<file path="src/rtl/dut_pkg.sv">
// ============================================================================
// Module      : dut_pkg
// Description : Shared constants and types for the registered NAND datapath.
// Revision    : 1.0 - initial release
// ============================================================================
`default_nettype none

package dut_pkg;

  // Default operand/result width of the datapath.
  localparam int DUT_DEFAULT_WIDTH = 8;

  // Value every result bit takes while reset is asserted.
  localparam logic [DUT_DEFAULT_WIDTH-1:0] DUT_OUT_RESET = '0;

  // Word of the default datapath width.
  typedef logic [DUT_DEFAULT_WIDTH-1:0] dut_word_t;

endpackage : dut_pkg

`default_nettype wire

</file>
<file path="src/rtl/dut_nand_cell.sv">
// ============================================================================
// Module      : dut_nand_cell
// Description : One result bit: two-input NAND feeding an async-reset flop.
// Revision    : 1.0 - initial release
// ============================================================================
`default_nettype none

module dut_nand_cell
  import dut_pkg::*;
#(
  parameter logic RESET_VAL = DUT_OUT_RESET[0]
) (
  input  logic clk,
  input  logic reset,
  input  logic a,
  input  logic b,
  output logic q
);

  logic nand_val;

  assign nand_val = ~(a & b);

  // Capture the NAND of this bit pair on every edge; reset clears it at once.
  always_ff @(posedge clk or posedge reset) begin
    if (reset) begin
      q <= RESET_VAL;
    end else begin
      q <= nand_val;
    end
  end

endmodule : dut_nand_cell

`default_nettype wire

</file>
<file path="src/rtl/dut.sv">
// ============================================================================
// Module      : dut
// Description : Registered bitwise NAND of two WIDTH-bit operands, one clock
//               of latency. Defining DUT_PARITY_EN adds a registered parity
//               output (out_par) equal to the XOR of the loaded result.
// Revision    : 1.0 - initial release
// ============================================================================
`default_nettype none

module dut
  import dut_pkg::*;
#(
  parameter int WIDTH = DUT_DEFAULT_WIDTH
) (
  input  logic             clk,
  input  logic             reset,
  input  logic [WIDTH-1:0] a,
  input  logic [WIDTH-1:0] b,
  output logic [WIDTH-1:0] out
`ifdef DUT_PARITY_EN
  ,
  output logic             out_par
`endif
);

  // Each bit is an independent cell; there is no cross-bit interaction.
  generate
    for (genvar i = 0; i < WIDTH; i++) begin : g_bit
      dut_nand_cell #(
        .RESET_VAL (1'b0)
      ) u_cell (
        .clk   (clk),
        .reset (reset),
        .a     (a[i]),
        .b     (b[i]),
        .q     (out[i])
      );
    end
  endgenerate

`ifdef DUT_PARITY_EN
  logic [WIDTH-1:0] nand_next;
  logic             par_next;

  // Parity is taken from the value the cells are about to load, so it lands
  // on the same edge as the result it describes.
  assign nand_next = ~(a & b);
  assign par_next  = ^nand_next;

  // Register parity alongside the result; reset clears it asynchronously.
  always_ff @(posedge clk or posedge reset) begin
    if (reset) begin
      out_par <= 1'b0;
    end else begin
      out_par <= par_next;
    end
  end
`endif

endmodule : dut

`default_nettype wire

</file>
<file path="config.mk">
export PLATFORM = sky130hd
export DESIGN_NAME = dut
export DESIGN_NICKNAME = d
export VERILOG_FILES = /design/src/rtl/dut_pkg.sv /design/src/rtl/dut_nand_cell.sv /design/src/rtl/dut.sv
export SDC_FILE = /design/constraint.sdc
export NUM_CORES = 1
export LEC_CHECK = 0
export CORE_AREA = 2 2 39 41
export DETAILED_ROUTE_END_ITERATION = 16
export DIE_AREA = 0 0 41 43
export SETUP_SLACK_MARGIN = 0.02
export SLEW_MARGIN = 20
export SYNTH_ARGS = -nofsm -noshare
export SYNTH_HDL_FRONTEND = slang
export SYNTH_SLANG_ARGS = --single-unit
</file>
<file path="constraint.sdc">
create_clock -name clk -period 0.8 [get_ports clk]
set_input_delay 0.16 -clock clk [delete_from_list [all_inputs] [get_ports clk]]
set_output_delay 0.16 -clock clk [all_outputs]
set_load 0.02 [all_outputs]
</file>
==> results of run 1 <==
==> power groups by stage <==
stage | sequential, mW | clock, mW | combinational, mW
after floorplan | 0.436 | 0 | 0.0721
after global placement | 0.437 | 0 | 0.166
after detailed placement | 0.437 | 0 | 0.168
after CTS | 0.434 | 0.309 | 0.172
after global routing | 0.435 | 0.343 | 0.182
final | 0.435 | 0.289 | 0.170
==> cell families after synthesis <==
kind of cell | count (synthesis)
buffers and inverters | 9
DFF | 8
and+or+nand+nor | 8
==> metal layers <==
metal	up-vias	share of wire, %	track usage, %
met4	0	6.2	10.0
met2	12	55	10.6
met3	4	6.4	3.14
met1	89	32	6.67
met5	-	0	0
li1	107	-	-
==> worst max path at each step <==
stage / from / endpoint / slack (ps) / cells after the start
global placement: g_bit[5].u_cell.q / out[5] / -260 / 1
global route: g_bit[1].u_cell.q / out[1] / -140 / 1
floorplan: g_bit[0].u_cell.q / out[0] / 160 / 1
CTS: g_bit[3].u_cell.q / out[3] / -110 / 1
finish: g_bit[3].u_cell.q / out[3] / -100 / 1
detailed placement: g_bit[3].u_cell.q / out[3] / -260 / 1
==> timing repair <==
item	CTS	global route
hold endpoints to repair	0	0
pin swaps	0	0
cloned	0	0
hold buffers	0	0
endpoints found under the setup margin	8	8
gates resized for setup	48	0
==> cell usage in the layout (no fill, tap or decap) <==
cell type        count
buf_6                8
nand2_1              8
dfrtp_1              8
inv_1                1
clkdlybuf4s50_1     17
clkbuf_4             3
==> per-stage QoR <==
step	instances	hold WS [ps]	setup TNS [ps]
after global placement	58	422	-2030
after floorplan	25	-24.3	0
final	61	153	-787
after CTS	61	156	-883
after global routing	61	193	-1080
after detailed placement	58	424	-2050
==> layout make-up <==
class | count | area share, %
Tap cell | 16 | 3.73
Sequential cell | 8 | 37.3
Timing Repair Buffer | 25 | 48.5
Clock buffer | 3 | 4.20
Inverter | 1 | 0.699
Multi-Input combinational cell | 8 | 5.59
==> results by group, run 1 <==
Cells and area
  • Multi-input gate area: 30.0 um^2
  • Post-Route Utilization: 38.8%
  • Total Nets Final: 65
  • Largest Register: g_bit.u_cell.q
  • Fraction of layout cells with a size suffix above 1: 24.4%
  • Layout overhead on the synthesized area: 82.6%
  • Final Cell Area: 537 um^2
  • Max FFs per register: 8
  • Fillcell total: 141
  • Antenna fix cells: 0
  • Largest regs: g_bit.u_cell.q (8)
  • Storage cell area: 200 um^2

Logic synthesis
  • Distinct cell type count after synthesis: 4
  • Sequential fraction of the synthesis area: 68.1%
  • Syn Inst Count: 25
  • Post-Synth XOR/XNOR Area: 0%
  • Mapped Area: 294 um^2
  • Simple-gate share of the synthesized area: 10.2%
  • Adder-Cell Fraction of Synth Area: 0%
  • Syn Area/Cell: 11.8 um^2
  • Synth top area cells: dfrtp_1 (68%), buf_4 (20%), nand2_1 (10%), inv_1 (1.3%)
  • Area leader, netlist: dfrtp_1
  • Yosys reg bits: 8
  • Post-synth top flop: dfrtp_1
  • Async S/R FF share, synth: 100%
  • Commonest cells post-synth: buf_4 (8), dfrtp_1 (8), nand2_1 (8), inv_1 (1)
  • Post-synthesis mux area share: 0%
  • Synth Area in Compound Gates: 0%
  • Area share of the largest cell type after synthesis: 68.1%
  • Main combinational cell family by area after synthesis: buffers and inverters
  • EDFF count, synth: 0
  • Syn nets: 43
  • Synthesis Warnings: 0

Critical path
  • Startpoint Class: flip-flop
  • Critical-path cell list: buf_6
  • Worst EP arrival: 740 ps
  • Crit-path max FO: 1
  • CP bufs+invs: 1
  • Slowest cell on the critical path: dfrtp_1
  • Worst stage delay on the critical path: 370 ps
  • CP endpoint kind: output pin
  • Critical path class: flip-flop to output pin
  • CP Data Required Time: 640 ps
  • Crit path max-delay family: flip-flops

STA
  • Post-layout minimum cycle time: 902 ps
  • Final hold viol count: 0
  • Worst slew pin tran: 296 ps
  • Max-slew headroom: 80.3%
  • PnR worst setup slack: -102 ps
  • Final setup viols: 8
  • Period utilization: 113%
  • Fmax: 1110 MHz
  • Max-slew violations: 0
  • RSZ-0062 raised after global routing: true

Power
  • Reg power frac: 48.7%
  • P_sw: 0.183 mW
  • Pint: 0.710 mW
  • Total power: 0.893 mW
  • Clock power share: 32.3%
  • Sw frac: 20.5%
  • Leak pwr: 0.233 nW
  • Combinational Power Share: 19.0%
  • Max rail drop VDD: 0.000759 V
  • Cell area power density: 1660 nW/um^2

Min path
  • Hold crit path type: primary input to asynchronous set/reset pin

CTS
  • Cts bufs inserted: 3
  • Reg clk slew, reported paths: 50 ps
  • TritonCTS clock tree: done
  • # clock sinks: 8
  • CTS max path bufs: 2
  • Post-CTS setup buffer count: 0
  • Clock H-tree levels: 1
  • CTS Root Cell: clkbuf_4

Floorplan
  • Standard-cell rows: 14
  • Die width: 41 um
  • Top Ports: 26
  • Die Y: 43 um
  • Die area: 1760 um^2
  • Total core area: 1380 um^2
  • Initial Utilization: 21.2%

Placement
  • Placed inst area: 504 um^2
  • DP HPWL: 425 um
  • PortBufs: 25
  • Pre-CTS WS: -262 ps
  • Routability cong.: 0.546

Global route
  • GR Overflow Total: 0
  • GRT Total Usage: 7.61%
  • Initial antenna violation count: 0
  • Largest net degree at the start of global routing: 9
  • Number of global-route vias before repair: 206
  • First-pass GRT wire length: 786 um

Route
  • Vias: 212
  • WL per Instance: 8.15 um
  • Number of DRC markers in iteration 0: 0
  • Drt total wl: 497 um
  • DRC violations left: 0
  • ANT nets after route: 0
  • Drt pass-1 iters: 1
  • DR vias/cell: 3.48

Outcome
  • Failing checks: negative setup slack
  • Status: finished with violations

Flow run
  • Max-Cap Viols: 0
(Power assumes the default switching activity.)
==> run 2, diff against run 1 <==
--- a/config.mk
+++ b/config.mk
@@ -8,6 +8,7 @@
 export CORE_AREA = 2 2 39 41
 export DETAILED_ROUTE_END_ITERATION = 16
 export DIE_AREA = 0 0 41 43
+export PLACE_DENSITY_LB_ADDON = 0.25
 export SETUP_SLACK_MARGIN = 0.02
 export SLEW_MARGIN = 20
 export SYNTH_ARGS = -nofsm -noshare
==> run 2 against run 1 <==
  * The flow still finishes with violations (negative setup slack)
  * Clock power up 3%
  * Clock-buffer cell count unchanged
  * Combinational power about the same
  * Highest routed layer unchanged
  * Critical path type unchanged
  * Via count down 2.8%
  * Die area unchanged
==> results by group, run 2 (synthesis gave the netlist of run 1 again) <==
STA
  • Max-slew headroom: 79.6% (was 80.3%)
  • RSZ-0062 raised after global routing: true (unchanged)
  • Final setup viols: 8 (unchanged)
  • Fmax: 1100 MHz (was 1110 MHz)
  • PnR worst setup slack: -113 ps (was -102 ps)
  • Max-slew violations: 0 (unchanged)
  • Final setup TNS: -811 ps (was -787 ps)
  • Final hold viol count: 0 (unchanged)
  • Post-layout minimum cycle time: 913 ps (was 902 ps)
  • Period utilization: 114% (was 113%)
  • Worst slew pin tran: 306 ps (was 296 ps)

Floorplan
  • Die Y: 43 um (unchanged)
  • Die width: 41 um (unchanged)
  • Total core area: 1380 um^2 (unchanged)
  • Die area: 1760 um^2 (unchanged)
  • Standard-cell rows: 14 (unchanged)
  • Initial Utilization: 21.2% (unchanged)
  • Top Ports: 26 (unchanged)

Critical path
  • Slowest cell on the critical path: dfrtp_1 (unchanged)
  • Startpoint Class: flip-flop (unchanged)
  • CP Data Required Time: 640 ps (about the same)
  • Crit. path cell count: 1 (unchanged)
  • Worst stage delay on the critical path: 370 ps (about the same)
  • Crit path max-delay family: flip-flops (unchanged)
  • Critical path class: flip-flop to output pin (unchanged)
  • Worst EP arrival: 750 ps (was 740 ps)
  • CP endpoint kind: output pin (unchanged)
  • CP bufs+invs: 1 (unchanged)
  • Critical-path cell list: buf_6 (unchanged)
  • Crit-path max FO: 1 (unchanged)

Route
  • DR vias/cell: 3.38 (was 3.48)
  • DRC violations left: 0 (unchanged)
  • Number of DRC markers in iteration 0: 0 (unchanged)
  • Drt pass-1 iters: 1 (unchanged)
  • Vias: 206 (was 212)
  • WL per Instance: 8.95 um (was 8.15 um)
  • Drt total wl: 546 um (was 497 um)
  • ANT nets after route: 0 (unchanged)

Global route
  • Largest net degree at the start of global routing: 9 (unchanged)
  • First-pass GRT wire length: 966 um (was 786 um)
  • Number of global-route vias before repair: 235 (was 206)
  • Initial antenna violation count: 0 (unchanged)
  • GRT Total Usage: 8.94% (was 7.61%)
  • GR Overflow Total: 0 (unchanged)

Cells and area
  • Antenna fix cells: 0 (unchanged)
  • Largest regs: g_bit.u_cell.q (8) (unchanged)
  • Most frequent cells in the layout: clkdlybuf4s50_1 (17), nand2_1 (8), dfrtp_1 (8), buf_6 (8), clkbuf_4 (3) (unchanged)
  • Max FFs per register: 8 (unchanged)
  • Layout overhead on the synthesized area: 82.6% (unchanged)
  • Fraction of layout cells with a size suffix above 1: 24.4% (unchanged)
  • Largest Register: g_bit.u_cell.q (unchanged)
  • Fillcell total: 144 (was 141)
  • Most common cell after layout, fill and taps aside: clkdlybuf4s50_1 (unchanged)
  • Total Nets Final: 65 (unchanged)

CTS
  • Post-CTS setup buffer count: 0 (unchanged)
  • Post-CTS Hold Fix Bufs: 0 (unchanged)
  • Cts bufs inserted: 3 (unchanged)
  • # clock sinks: 8 (unchanged)
  • Clock H-tree levels: 1 (unchanged)
  • Reg clk slew, reported paths: 60 ps (was 50 ps)
  • CTS Root Cell: clkbuf_4 (unchanged)
  • TritonCTS clock tree: done (unchanged)
  • CTS max path bufs: 2 (unchanged)

Power
  • Cell area power density: 1680 nW/um^2 (was 1660 nW/um^2)
  • Total power: 0.902 mW (was 0.893 mW)
  • Max rail drop VDD: 0.000671 V (was 0.000759 V)
  • Leak pwr: 0.233 nW (unchanged)

Min path
  • Hold crit path type: primary input to asynchronous set/reset pin (unchanged)

Flow run
  • Max-Cap Viols: 0 (unchanged)

Placement
  • DP HPWL: 458 um (was 425 um)
  • PortBufs: 25 (unchanged)
  • Routability cong.: 0.525 (was 0.546)

Outcome
  • Failing checks: negative setup slack (unchanged)
  • Status: finished with violations (unchanged)
## run 2: where the power goes
group | internal, mW | leakage [nW] | total, mW | switching, mW
Sequential | 0.426 | 0.0822 | 0.435 | 0.00882
Combinational | 0.114 | 0.137 | 0.169 | 0.0556
Clock | 0.171 | 0.0138 | 0.298 | 0.127
Total | 0.711 | 0.233 | 0.902 | 0.192
## run 2: final cells by class
type / instances / area [um^2] / area share, %
multi-input cells: 8 / 30.0 / 5.59
clock buffers: 3 / 22.5 / 4.20
flip-flops and latches: 8 / 200 / 37.3
repair buffers: 25 / 260 / 48.5
inverters: 1 / 3.75 / 0.699
well taps: 16 / 20.0 / 3.73
## run 2: routing by layer
metal  vias up  wire, um  GRT usage [%]
met5         -         0              0
met3         2        30           4.71
met2         7       336           13.4
li1        107         -              -
met4         0         8           8.00
met1        90       169           8.03
## run 2: what timing repair did
action / in CTS / in global routing
hold endpoints to repair: 0 / 0
endpoints found under the setup margin: 8 / 8
gates resized for setup: 48 / 0
## run 2: final timing paths
check	to	slack [ps]	start
hold / removal	g_bit[7].u_cell.q	150	reset
max in group asynchronous	g_bit[3].u_cell.q	410	reset
min in group clk	g_bit[7].u_cell.q	390	b[7]
setup / recovery	out[4]	-110	g_bit[4].u_cell.q
## run 2: stage by stage
step	setup WS, ps	instances	util [%]	hold WS (ps)	cell area, um^2
4_1_cts	-133	61	38.8	157	537
3_3_place_gp	-262	58	36.4	433	504
3_5_place_dp	-276	58	36.4	431	504
5_1_grt	-144	61	38.8	191	537
6_report	-113	61	38.8	155	537
2_1_floorplan	158	25	-	-24.3	294
